--- config.mk ---
export PLATFORM = sky130hd
export DESIGN_NAME = mem_bus_arbiter
export DESIGN_NICKNAME = d
export VERILOG_FILES = /design/src/rtl/mem_bus_arbiter_pkg.sv /design/src/rtl/mem_bus_arbiter_pick.sv /design/src/rtl/mem_bus_arbiter.sv
export SDC_FILE = /design/constraint.sdc
export NUM_CORES = 1
export LEC_CHECK = 0
export CORE_ASPECT_RATIO = 1.4
export CORE_MARGIN = 1
export CORE_UTILIZATION = 35
export CTS_CLUSTER_SIZE = 28
export DETAILED_ROUTE_END_ITERATION = 10
export DONT_BUFFER_PORTS = 1
export GPL_ROUTABILITY_DRIVEN = 0
export PLACE_DENSITY_LB_ADDON = 0.12
export SLEW_MARGIN = 5
export SYNTH_ARGS = -nofsm -noshare
export SYNTH_HDL_FRONTEND = slang
export SYNTH_HIERARCHICAL = 1
export SYNTH_SLANG_ARGS = --single-unit
--- constraint.sdc ---
create_clock -name CLK -period 2.5 [get_ports CLK]
set_clock_uncertainty 0.15 [all_clocks]
set_input_delay 0.5 -clock CLK [delete_from_list [all_inputs] [get_ports CLK]]
set_output_delay 0.5 -clock CLK [all_outputs]
set_load 0.01 [all_outputs]
--- src/rtl/mem_bus_arbiter_pkg.sv ---
// mem_bus_arbiter_pkg: shared state, requester and rw encodings for the memory bus arbiter
package mem_bus_arbiter_pkg;
  typedef enum logic [1:0] {IDLE = 2'd0, ACCESS = 2'd1, RESP = 2'd2} state_t;
  localparam logic REQ_CPU  = 1'b0;
  localparam logic REQ_LDR  = 1'b1;
  localparam logic RW_READ  = 1'b1;
  localparam logic RW_WRITE = 1'b0;
endpackage

--- src/rtl/mem_bus_arbiter_pick.sv ---
// arb_prio_pick: loader-priority grant decision with a starvation guard that forces the CPU through
module arb_prio_pick #(
  parameter int MAX_HOLD = 4
) (
  input  logic clk,
  input  logic rst_n,
  input  logic idle_i,
  input  logic cpu_req_i,
  input  logic ldr_req_i,
  output logic gnt_o,
  output logic gnt_ldr_o
);
  localparam int CW = $clog2(MAX_HOLD + 1);
  logic [CW-1:0] starve_q, starve_d;
  always_comb begin
    gnt_o     = idle_i & (cpu_req_i | ldr_req_i);
    gnt_ldr_o = ldr_req_i & ~(cpu_req_i & (starve_q == CW'(MAX_HOLD)));
    starve_d  = starve_q;
    // a loader grant while the CPU waits can only happen below MAX_HOLD, so no explicit saturation
    if (idle_i)
      starve_d = (!cpu_req_i || !gnt_ldr_o) ? '0 : starve_q + 1'b1;
  end
  always_ff @(posedge clk or negedge rst_n)
    if (!rst_n) starve_q <= '0;
    else        starve_q <= starve_d;
endmodule

--- src/rtl/mem_bus_arbiter.sv ---
// mem_bus_arbiter: shares a single-port memory between CPU and loader through a fixed-latency
// access sequence with one-cycle acknowledges
module mem_bus_arbiter
  import mem_bus_arbiter_pkg::*;
#(
  parameter int ADDR_W   = 8,
  parameter int DATA_W   = 8,
  parameter int MEM_LAT  = 1,
  parameter int MAX_HOLD = 4
) (
  input  logic              CLK,
  input  logic              RST_N,
  input  logic              cpu_req,
  input  logic              cpu_rw,
  input  logic [ADDR_W-1:0] cpu_addr,
  input  logic [DATA_W-1:0] cpu_wdata,
  output logic [DATA_W-1:0] cpu_rdata,
  output logic              cpu_ack,
  output logic              cpu_stall,
  input  logic              ldr_req,
  input  logic              ldr_rw,
  input  logic [ADDR_W-1:0] ldr_addr,
  input  logic [DATA_W-1:0] ldr_wdata,
  output logic [DATA_W-1:0] ldr_rdata,
  output logic              ldr_ack,
  output logic              mem_en,
  output logic              mem_rw,
  output logic [ADDR_W-1:0] mem_addr,
  output logic [DATA_W-1:0] mem_wdata,
  input  logic [DATA_W-1:0] mem_rdata,
  output logic              owner
);
  localparam int LW = MEM_LAT > 1 ? $clog2(MEM_LAT) : 1;
  state_t            state_q, state_d;
  logic [LW-1:0]     lat_q, lat_d;
  logic              rw_q, rw_d, owner_q, owner_d;
  logic [ADDR_W-1:0] addr_q, addr_d;
  logic [DATA_W-1:0] wdata_q, wdata_d, cpu_rdata_q, cpu_rdata_d, ldr_rdata_q, ldr_rdata_d;
  logic              gnt, gnt_ldr, last;

  arb_prio_pick #(.MAX_HOLD(MAX_HOLD)) u_pick (
    .clk      (CLK),
    .rst_n    (RST_N),
    .idle_i   (state_q == IDLE),
    .cpu_req_i(cpu_req),
    .ldr_req_i(ldr_req),
    .gnt_o    (gnt),
    .gnt_ldr_o(gnt_ldr)
  );

  assign last = (state_q == ACCESS) && (lat_q == '0);

  always_comb begin
    state_d     = state_q;
    lat_d       = lat_q;
    rw_d        = rw_q;
    owner_d     = owner_q;
    addr_d      = addr_q;
    wdata_d     = wdata_q;
    cpu_rdata_d = cpu_rdata_q;
    ldr_rdata_d = ldr_rdata_q;
    case (state_q)
      IDLE: if (gnt) begin
        state_d = ACCESS;
        lat_d   = LW'(MEM_LAT - 1);
        owner_d = gnt_ldr;
        rw_d    = gnt_ldr ? ldr_rw : cpu_rw;
        addr_d  = gnt_ldr ? ldr_addr : cpu_addr;
        wdata_d = gnt_ldr ? ldr_wdata : cpu_wdata;
      end
      ACCESS: if (!last) lat_d = lat_q - 1'b1;
      else begin
        state_d = RESP;
        if (rw_q == RW_READ && owner_q == REQ_LDR) ldr_rdata_d = mem_rdata;
        if (rw_q == RW_READ && owner_q == REQ_CPU) cpu_rdata_d = mem_rdata;
      end
      default: state_d = IDLE;
    endcase
  end

  always_ff @(posedge CLK or negedge RST_N)
    if (!RST_N) begin
      state_q     <= IDLE;
      lat_q       <= '0;
      rw_q        <= RW_READ;
      owner_q     <= REQ_CPU;
      addr_q      <= '0;
      wdata_q     <= '0;
      cpu_rdata_q <= '0;
      ldr_rdata_q <= '0;
    end else begin
      state_q     <= state_d;
      lat_q       <= lat_d;
      rw_q        <= rw_d;
      owner_q     <= owner_d;
      addr_q      <= addr_d;
      wdata_q     <= wdata_d;
      cpu_rdata_q <= cpu_rdata_d;
      ldr_rdata_q <= ldr_rdata_d;
    end

  assign mem_en    = state_q == ACCESS;
  assign mem_rw    = ~(last & (rw_q == RW_WRITE));
  assign mem_addr  = addr_q;
  assign mem_wdata = wdata_q;
  assign cpu_ack   = (state_q == RESP) && (owner_q == REQ_CPU);
  assign ldr_ack   = (state_q == RESP) && (owner_q == REQ_LDR);
  assign cpu_stall = cpu_req & ~cpu_ack;
  assign cpu_rdata = cpu_rdata_q;
  assign ldr_rdata = ldr_rdata_q;
  assign owner     = owner_q;
endmodule

# After elaboration in Yosys (flattened, before gate mapping)
# Index checks and enable logic that the tools add are counted.
# Widths: inputs -> output; s select.
# classes
mux	10
add_sub_neg	2
shift	0
bitwise	12
mul	0
n_div	0
eq_ne	6
magnitude_cmp	0
n_reduce_logical	15
# ops
cell	count
$mux 8	2
$reduce_and 3->1	3
$not 1->1	6
$and 1x1->1	5
$logic_and 1x1->1	5
$mux 2	2
$ne 2x2->1 const B	2
$pmux 2 s2	1
$reduce_and 2->1	2
$add 3x1->3 const B	1
$eq 3x3->1 const B	1
$mux 1	3
$mux 3	1
$eq 2x1->1 const B	1
$eq 2x2->1 const B	1
$logic_not 1->1	2
$logic_not 2->1	1
$ne 2x1->1 const B	1
$pmux 1 s2	1
$reduce_bool 2->1	1
$logic_or 1x1->1	1
$or 1x1->1	1
$sub 1x1->1 const B	1
# totals
memories	0
input_bits	46
mem_bits_ro	0
ram_bits	0
register_bits	40
word_cells	54
out_inout_bits	38
latchBits	0

# Depth between registers and ports, before layout
# Gate-level depths: netlist of run 1.
# depth
word_depth	7
depth_mapped	8
ltp_nobuf	6

# Cells and area by module
# Netlist of run 1, hierarchy kept.
# modules_own_cells
mod	area_per_inst_um2	seq_area_each_um2	cells_per_inst	instances
mem_bus_arbiter	1584.0	927.1	125	1
arb_prio_pick	202.7	75.1	23	1

# Least setup slack after synthesis of run 1
# No wires, ideal clock.
# synth_path
kind	register to register
startpoint	register state_q[0]
endpoint	register addr_q[7], in the netlist mem_addr[7]
n_path_buf	2
arrival_time_ns	1.543
required_time_ns	2.213
path_slack_ns	0.670
period_less_slack_ns	1.830
path_stages_with_launch	8
setup_time_ns	0.137
cell_sequence	dfrtp_1 -> nor2_1 -> inv_1 -> nor2_1 -> nor3b_1 -> buf_2 -> buf_1 -> a21oi_1
# synth_via
elab_chain_cells	3
# synth_rtl
item	line	source
start: declaration	mem_bus_arbiter.sv:34	state_t state_q, state_d;
start signal: assignment	mem_bus_arbiter.sv:92	state_q <= state_d;
$logic_not 2->1	mem_bus_arbiter.sv:44	.idle_i (state_q == IDLE),
$and 1x1->1	mem_bus_arbiter_pick.sv:16	gnt_o = idle_i & (cpu_req_i | ldr_req_i);
via gnt	mem_bus_arbiter.sv:39	logic gnt, gnt_ldr, last;
$reduce_and 2->1 (no line)	n/a	
end signal: assignment	mem_bus_arbiter.sv:96	addr_q <= addr_d;
end: declaration	mem_bus_arbiter.sv:37	logic [ADDR_W-1:0] addr_q, addr_d;
# The timed path passes the listed nets, and every way through them passes these cells.
# A chain may end at the register's enable or synchronous reset.

# Worst setup path in the final report of run 1
# layout_path
startpoint	register owner_q, in the netlist owner
endpoint	output port cpu_stall
# layout_via
elab_chain_cells	4
# layout_rtl
item	line	source
start: declaration	mem_bus_arbiter.sv:36	logic rw_q, rw_d, owner_q, owner_d;
start signal: assignment	mem_bus_arbiter.sv:95	owner_q <= owner_d;
$not 1->1	mem_bus_arbiter.sv:106	assign cpu_ack = (state_q == RESP) && (owner_q == REQ_CPU);
$logic_and 1x1->1	mem_bus_arbiter.sv:106	
via cpu_ack	mem_bus_arbiter.sv:18	output logic cpu_ack,
$not 1->1	mem_bus_arbiter.sv:108	assign cpu_stall = cpu_req & ~cpu_ack;
$and 1x1->1	mem_bus_arbiter.sv:108	
end: declaration	mem_bus_arbiter.sv:19	output logic cpu_stall,
# The timed path passes the listed nets, and every way through them passes these cells.

==> results of run 1 <==
[cells in the final DEF (no fill, tap or decap), drive strengths merged]
master       instances
a211o                1
a21o                 1
a21oi               17
a31oi                1
and3b                1
buf                  5
bufinv               1
clkbuf               5
clkinv               1
clkinvlp             1
dfrtp               39
dfstp                1
dlygate4sd3          1
ha                   2
inv                  5
mux2                17
mux2i               18
nand2                5
nand2b               1
nand3                1
nand4                1
nand4b               1
nor2                22
nor2b                1
nor3                 1
nor3b                2
nor4b                2
o22ai                1
or3                  1
[layout make-up]
| cell class | count | share of cell area |
|---|---|---|
| sequential | 40 | 0.496 |
| multi-input combinational | 97 | 0.370 |
| tap | 64 | 0.0396 |
| clock buffer | 5 | 0.0341 |
| timing repair buffer | 6 | 0.0297 |
| clock inverter | 3 | 0.0211 |
| inverter | 5 | 0.00929 |
[flip-flops by register name (all words and copies together), names as in the netlist]
register,count
cpu_rdata,8
lat_q,1
ldr_rdata,8
mem_addr,8
mem_wdata,8
owner,1
rw_q,1
state_q,2
u_pick/starve_q,3
[through the flow]
step | cell area [sq um] | utilization
final | 2020 | 0.414
after CTS | 2020 | 0.414
after global routing | 2020 | 0.414
after detailed placement | 1880 | 0.385
after global placement | 1880 | 0.385
after floorplan | 1790 | -
[cell families (layout without fill, tap and decap cells)]
family          after synthesis  count (layout)
flops                        40              40
compound gates               21              21
simple gates                 39              39
fa+ha+maj                     2               2
mux                          35              35
buf+inv                      11              19
[final timing paths]
check	start	end	slack, ns	cells past startpoint
max	owner	cpu_stall	0.44	2
max in group asynchronous	RST_N	rw_q	1.42	2
min in group asynchronous	RST_N	u_pick/starve_q[0]	0.52	2
min reg2reg	rw_q	rw_q	0.39	2
max reg2reg	state_q[0]	mem_wdata[7]	0.61	7
min	mem_rdata[0]	ldr_rdata[0]	0.21	1
[power groups by stage]
stage / combinational, uW / sequential, uW / clock (uW)
2_1_floorplan: 604 / 1270 / 0
3_3_place_gp: 681 / 1340 / 0
3_5_place_dp: 727 / 1340 / 0
4_1_cts: 744 / 1330 / 540
5_1_grt: 825 / 1370 / 567
6_report: 727 / 1320 / 513
[routing by layer]
metal	vias to the layer above	wire length [microns]
met4	0	64
met2	47	1910
met3	6	236
li1	528	-
met1	522	1310
met5	-	0
[critical path, cell delays in order (launching register included)]
cell     delay [ns]
dfrtp_1        0.50
nor3b_1        0.47
nor2b_1        0.16
==> flow_metrics.py, run 1 <==
metrics = {
    "layout": {
        "fillers": 487,
        "ff_latch_area_sq_um": 1000,
        "diodes": 0,
        "nets": 203,
        "area_growth_pct": 13.1,
        "stdcell_count": 220,
        "multiInputGateArea_sq_um": 748,
        "drive_above_1_share": 0.256,
    },
    "synthesis": {
        "synth_flop_cell": "dfrtp_1",
        "synth.distinct_cells": 27,
        "yosys-top-cells-area": "dfrtp_1 55%, mux2_2 11%, mux2i_1 10%",
        "ys.warnings.count": 6,
        "avgSynthCellArea_sq_um": 12.1,
        "synth.mux.area_fraction": 0.208,
        "synth-async-reset-ratio": 1.00,
        "synth_common_cells": "39 x dfrtp_1, 22 x nor2_1, 18 x mux2i_1, 17 x a21oi_1, 17 x mux2_2",
        "synth_cells": 148,
        "synth_edf_count": 0,
        "synth_most_common_cell": "dfrtp_1",
        "syn_area_sq_um": 1790,
        "syn_nets": 196,
        "synth-simple-area-share": 0.127,
        "seq_area_frac_synth": 0.561,
        "synth_top_area_frac": 0.546,
        "yosysTopAreaCell": "dfrtp_1",
        "synth_top_family_by_area": "multiplexers",
        "synth-compound-area-share": 0.0637,
        "ys_seq_elements": 40,
        "synth_fa_ha_area_frac": 0.0140,
        "synth-xor-area-share": 0,
    },
    "power": {
        "power_frac_seq": 0.516,
        "power.density_nw_per_um2": 1270,
        "p_int_uw": 1610,
        "combPwrFrac": 0.284,
        "switching_share": 0.371,
        "leakagePower_uw": 0.000912,
        "pwr-share-clk": 0.200,
        "switchingPower_uw": 951,
        "irDropWorstVdd_mv": 0.467,
        "power.total_uw": 2560,
    },
    "global_routing": {
        "grt_use_met2": 0.242,
        "busiest_layer": "met2",
        "antenna_found_initial": 0,
        "overflow": 0,
        "grt_pass1_wl_microns": 5670,
        "use_met1": 0.157,
        "grt_start_max_net_pins": 41,
        "grtUsageMet3": 0.0395,
        "grt.total_usage": 0.139,
        "grt_pass1_vias": 1179,
    },
    "drt": {
        "routed_wl_microns": 3520,
        "wl_per_cell_microns": 16.0,
        "route.detailed.drc": 0,
        "drt_iter0_markers": 45,
        "viasPerCell": 5.01,
        "drt_pre_antenna_iters": 4,
        "ant_nets": 0,
        "vias": 1103,
    },
    "critical_path": {
        "endpoint_kind": "output pin",
        "crit_path_max_fanout": 6,
        "start_kind": "flip-flop",
        "required_ns": 1.85,
        "path_class": "flip-flop to output pin",
        "crit_arrival_ns": 1.41,
    },
    "cts": {
        "clockBufferDepth": 2,
        "clk_pin_slew_ns": 0.08,
        "ctsResizeCount": 0,
        "cts_tree": "built",
        "cts_root_buffer": "clkbuf_8",
        "hold_buffers": 2,
        "ctsHtreeMaxLevel": 2,
        "clock-sinks": 40,
        "numCtsBuffers": 5,
        "cts_setup_buffers": 0,
        "clock_latency_ns": 0.28,
    },
    "sta": {
        "slew_headroom": 0.563,
        "finalWorstSetupSlack_ns": 0.441,
        "max_freq_ghz": 0.486,
        "post-route-period-util": 0.824,
        "tns_ns": 0,
        "finalHoldViolations": 0,
        "setup_viol": 0,
        "worst_slew_pin_slew_ns": 0.652,
        "drv_slew": 0,
        "fin_hold_ws_ns": 0.207,
        "rsz0062_at_grt": "false",
        "layout_min_cycle_time_ns": 2.06,
    },
    "floorplanning": {
        "ios": 84,
        "die_w_microns": 62.4,
        "start_util": 0.366,
        "core.rowCount": 30,
        "die_height_microns": 86.5,
        "fp.dieArea_sq_um": 5400,
        "core_sq_um": 4880,
    },
    "status": {
        "status": "finished clean",
    },
    "placement": {
        "port_buffers": 0,
        "place_ws_ns": 0.614,
        "placed_cells": 210,
        "dp_hpwl_microns": 2600,
    },
    "min_path": {
        "holdCritPathClass": "primary input to flip-flop",
    },
    "job": {
        "cap_violations": 0,
    },
}
(Power assumes the default switching activity.)
==> run 2, diff against run 1 <==
- clock period: 2.5 -> 1.8 ns (I/O delays scaled with it)
==> run 2 against run 1 <==
Effect of this change:
- worst setup slack got worse by 0.40 ns
- core utilization up 3.1 points
- wire length grew 13%
- first-iteration DRC count up 2.2%
- global-route usage increased by 0.24 points
- critical path type is now flip-flop to flip-flop
- largest cell class unchanged
==> flow_metrics.py, run 2 (synthesis gave the netlist of run 1 again) <==
metrics = {
    "status": {
        "status": "finished clean",
    },
    "drt": {
        "drt_pre_antenna_iters": 4,
        "viasPerCell": 5.10,
        "route.detailed.drc": 0,
        "ant_nets": 0,
        "vias": 1178,
        "routed_wl_microns": 3970,
        "drt_iter0_markers": 46,
        "wl_per_cell_microns": 17.2,
    },
    "layout": {
        "drive_above_1_share": 0.335,
        "mostFrequentLayoutCells": "37 x dfrtp_1, 21 x nor2_1, 18 x mux2i_1, 17 x mux2_2, 16 x a21oi_1",
        "nets": 214,
        "fin_util": 0.445,
        "ff_latch_area_sq_um": 1000,
        "area_growth_pct": 21.4,
        "multiInputGateArea_sq_um": 774,
        "final_cell_area_sq_um": 2170,
        "final_common_cell": "dfrtp_1",
        "fillers": 511,
        "diodes": 0,
    },
    "floorplanning": {
        "core_sq_um": 4880,
        "core.rowCount": 30,
        "die_w_microns": 62.4,
        "die_height_microns": 86.5,
        "start_util": 0.366,
        "fp.dieArea_sq_um": 5400,
        "ios": 84,
    },
    "critical_path": {
        "worstPathCellList": "buf_4, nor2_4, inv_1, nor2_1, nor3b_4, buf_4, buf_6, nor2_1, a21oi_1",
        "crit_path_max_fanout": 5,
        "r2r-end": "rw_q",
        "path_class": "flip-flop to flip-flop",
        "worst_path_max_delay_cell": "dfrtp_1",
        "endpoint_kind": "flip-flop",
        "required_ns": 1.87,
        "critical_path.top_delay_family": "buffers and inverters",
        "slowest_delay_ns": 0.39,
        "worstSetupStartpoint": "state_q[1]",
        "ff2ff_setup_slack_ns": 0.04,
        "timing.rr.start": "state_q[1]",
        "start_kind": "flip-flop",
        "crit_arrival_ns": 1.83,
        "critPathBufInv": 4,
        "ff2ff_path_depth": 9,
    },
    "sta": {
        "worst_slew_pin_slew_ns": 0.311,
        "slew_headroom": 0.792,
        "max_freq_ghz": 0.568,
        "setup_viol": 0,
        "finalHoldViolations": 0,
        "post-route-period-util": 0.978,
        "layout_min_cycle_time_ns": 1.76,
        "drv_slew": 0,
    },
    "power": {
        "leakagePower_uw": 0.000989,
        "power.density_nw_per_um2": 1830,
        "power.total_uw": 3960,
        "irDropWorstVdd_mv": 0.763,
    },
    "job": {
        "cap_violations": 0,
    },
    "cts": {
        "clk_pin_slew_ns": 0.07,
        "cts_root_buffer": "clkbuf_8",
        "cts_tree": "built",
        "ctsHtreeMaxLevel": 2,
        "clock-sinks": 40,
        "clockBufferDepth": 2,
        "numCtsBuffers": 5,
        "clock_latency_ns": 0.29,
    },
    "placement": {
        "port_buffers": 0,
        "dpl-instance-area_sq_um": 1920,
        "dp_hpwl_microns": 2700,
    },
    "min_path": {
        "holdCritPathClass": "primary input to flip-flop",
        "min_from": "mem_rdata[1]",
        "hold_end": "ldr_rdata[1]",
        "hold_depth": 1,
    },
    "global_routing": {
        "grt_pass1_vias": 1246,
        "grt_start_max_net_pins": 41,
        "grt.total_usage": 0.141,
        "antenna_found_initial": 0,
        "grt_pass1_wl_microns": 5720,
        "overflow": 0,
    },
}
==> run 2: cell types whose count changed in the layout (fill, tap and decap cells not counted), moves of 2 or more <==
cell,before,now
buf_4,4,8
dfrtp_1,39,37
dfrtp_2,0,2
clkbuf_8,5,7
buf_6,0,6
==> run 2: how the worst max path moves through the flow <==
stage / to / slack (ns) / cells past startpoint
floorplan: mem_addr[7] / 0.009 / 7
global placement: mem_wdata[2] / 0.12 / 7
detailed placement: mem_wdata[1] / 0.08 / 7
CTS: mem_wdata[1] / 0.005 / 8
global route: mem_wdata[2] / -0.04 / 9
finish: rw_q / 0.04 / 9
==> run 2: final cells by class <==
| type | instances | area share |
|---|---|---|
| Inverter | 5 | 0.00865 |
| Clock buffer | 7 | 0.0444 |
| Tap cell | 64 | 0.0369 |
| Timing Repair Buffer | 17 | 0.0761 |
| Sequential cell | 40 | 0.463 |
| Clock inverter | 1 | 0.0138 |
| Multi-Input combinational cell | 97 | 0.357 |
==> run 2: stage by stage <==
step	hold WS, ns	instances	TNS (ns)	setup slack, ns
after global placement	-0.0843	215	0	0.121
final	0.0697	231	0	0.0396
after global routing	0.0527	231	-0.365	-0.0427
after floorplan	-0.0856	148	0	0.00909
after detailed placement	-0.0841	215	0	0.0781
after CTS	0.0588	226	0	0.00470
==> run 2: per-layer routing <==
| metal | up-vias | global-route usage | routed length, microns | share of wire |
|---|---|---|---|---|
| met5 | - | 0 | 0 | 0 |
| met4 | 0 | 0.0634 | 79 | 0.020 |
| met3 | 8 | 0.0592 | 300 | 0.076 |
| met2 | 47 | 0.256 | 2160 | 0.54 |
| met1 | 578 | 0.140 | 1430 | 0.36 |
| li1 | 545 | - | - | - |
==> run 2: report_power, final <==
part           total, uW  internal, uW  switching [uW]  leakage [uW]
Combinational       1340           709             627      0.000459
Clock                787           489             298     0.0000645
Sequential          1840          1340             500      0.000465
Total               3960          2540            1430      0.000989
==> run 2: what timing repair did <==
action,4_1_cts,5_1_grt
hold endpoints to repair,40,0
hold buffers,2,0
cloned,0,3
resized for setup,4,15
setup endpoints to repair,3,13
setup buffers,1,2
==> run 3, diff against run 2 <==
- CTS_CLUSTER_DIAMETER: default -> 60
- SETUP_SLACK_MARGIN: default -> 0.4
==> run 3 against run 2 <==
Effect of this change:
- the run now ends with negative hold slack left
- clock-buffer cell count rose by 1
- final cell count fell by 0.87%
- core utilization rose by 0.97 points
- sequential power barely moved
- die area did not move
- worst setup slack improved by 0.036 ns
- worst hold slack got worse by 0.45 ns
- largest cell class unchanged
==> flow_metrics.py, run 3 (synthesis gave the netlist of run 1 again) <==
metrics = {
    "layout": {
        "drive_above_1_share": 0.400,
        "final_common_cell": "dfrtp_1",
        "diodes": 0,
        "fin_util": 0.454,
        "area_growth_pct": 24.1,
        "nets": 212,
        "mostFrequentLayoutCells": "37 x dfrtp_1, 20 x nor2_1, 17 x mux2i_1, 11 x a21oi_1, 9 x mux2_2",
    },
    "critical_path": {
        "endpoint_kind": "output pin",
        "crit_path_max_fanout": 3,
        "path_class": "flip-flop to output pin",
        "timing.rr.start": "state_q[1]",
        "crit_arrival_ns": 1.21,
        "ff2ff_setup_slack_ns": 0.14,
        "start_kind": "flip-flop",
        "r2r-end": "owner",
        "ff2ff_path_depth": 7,
        "required_ns": 1.29,
    },
    "cts": {
        "clockBufferDepth": 2,
        "numCtsBuffers": 5,
        "clk_pin_slew_ns": 0.07,
        "clock_latency_ns": 0.28,
        "cts_tree": "built",
        "cts_root_buffer": "clkbuf_8",
        "clock-sinks": 40,
        "ctsHtreeMaxLevel": 2,
    },
    "global_routing": {
        "grt_pass1_wl_microns": 6040,
        "busiest_layer": "met2",
        "antenna_found_initial": 0,
        "grt.total_usage": 0.147,
        "overflow": 0,
        "grtUsageMet3": 0.0434,
        "use_met1": 0.151,
        "grt_use_met2": 0.280,
        "grt_pass1_vias": 1240,
        "grt_start_max_net_pins": 41,
    },
    "sta": {
        "worst_slew_pin_slew_ns": 0.247,
        "setup_viol": 0,
        "slew_headroom": 0.835,
        "post-route-period-util": 0.958,
        "tns_ns": 0,
        "max_freq_ghz": 0.580,
        "layout_min_cycle_time_ns": 1.72,
        "fin_hold_ws_ns": -0.384,
        "finalHoldViolations": 40,
        "rsz0062_at_grt": "true",
        "drv_slew": 0,
    },
    "drt": {
        "wl_per_cell_microns": 16.8,
        "route.detailed.drc": 0,
        "ant_nets": 0,
        "drt_pre_antenna_iters": 5,
        "vias": 1165,
        "drt_iter0_markers": 23,
        "routed_wl_microns": 3850,
        "viasPerCell": 5.09,
    },
    "floorplanning": {
        "core_sq_um": 4880,
        "die_height_microns": 86.5,
        "ios": 84,
        "fp.dieArea_sq_um": 5400,
        "die_w_microns": 62.4,
        "core.rowCount": 30,
        "start_util": 0.366,
    },
    "placement": {
        "port_buffers": 0,
        "dp_hpwl_microns": 2760,
    },
    "power": {
        "power.density_nw_per_um2": 1790,
        "leakagePower_uw": 0.000999,
        "irDropWorstVdd_mv": 0.834,
    },
    "status": {
        "status": "finished with violations",
        "violations": "negative hold slack",
    },
    "min_path": {
        "holdCritPathClass": "primary input to async pin",
    },
    "job": {
        "cap_violations": 0,
    },
}
[run 3: cell count changes in the layout (fill, tap and decap cells not counted), moves of 2 or more]
cell / previous run / this run
mux2_2: 17 / 9
buf_6: 6 / 8
inv_1: 5 / 2
a21oi_2: 1 / 6
mux2_4: 0 / 8
a21oi_1: 16 / 11
inv_2: 0 / 2
[run 3: cell type report]
type                       instances  area, sq um
fill                             473         2660
clock buffer                       8          100
tap                               64         80.1
multi-input combinational         97          868
timing repair buffer              15          143
sequential                        40         1000
inverter                           5         21.3
[run 3: what timing repair did]
item / in CTS / in global routing
hold endpoints to repair: 40 / 40
resized for setup: 24 / 2
setup endpoints to repair: 41 / 41
setup buffers: 3 / 1
cloned: 2 / 0
pin swaps: 1 / 0
[run 3: through the flow]
step,instance area (sq um),std cells,power [uW],setup slack [ns],hold WS [ns]
after CTS,2200,228,4000,0.0574,-0.395
after global routing,2220,229,4240,0.0402,-0.404
after floorplan,1890,148,2810,0.147,-0.0856
final,2220,229,3960,0.0761,-0.384
after detailed placement,1980,215,3110,0.139,-0.0844
after global placement,1980,215,3040,0.186,-0.0846
[run 3: worst max-delay path, stage by stage (launching register included)]
cell	delay, ns
dfrtp_1	0.40
nand2b_4	0.17
or3_4	0.36
[run 3: how the worst max path moves through the flow]
stage	start	endpoint	slack (ns)
after floorplan	state_q[1]	cpu_rdata[0]	0.15
after global placement	state_q[0]	mem_wdata[5]	0.19
after detailed placement	state_q[1]	cpu_rdata[7]	0.14
after CTS	state_q[0]	mem_rw	0.06
after global routing	state_q[1]	mem_rw	0.04
final	state_q[1]	mem_rw	0.08
[run 3: routing by layer]
layer | routed length [microns] | vias to the layer above | part of all wire
met5 | 0 | - | 0
met4 | 75 | 0 | 0.019
met3 | 265 | 10 | 0.069
met2 | 2210 | 49 | 0.57
met1 | 1300 | 566 | 0.34
li1 | - | 540 | -
[run 3: where the power goes]
group	leakage (uW)	switching [uW]	internal [uW]
Sequential	0.000465	527	1340
Clock	0.0000515	284	350
Combinational	0.000483	648	811
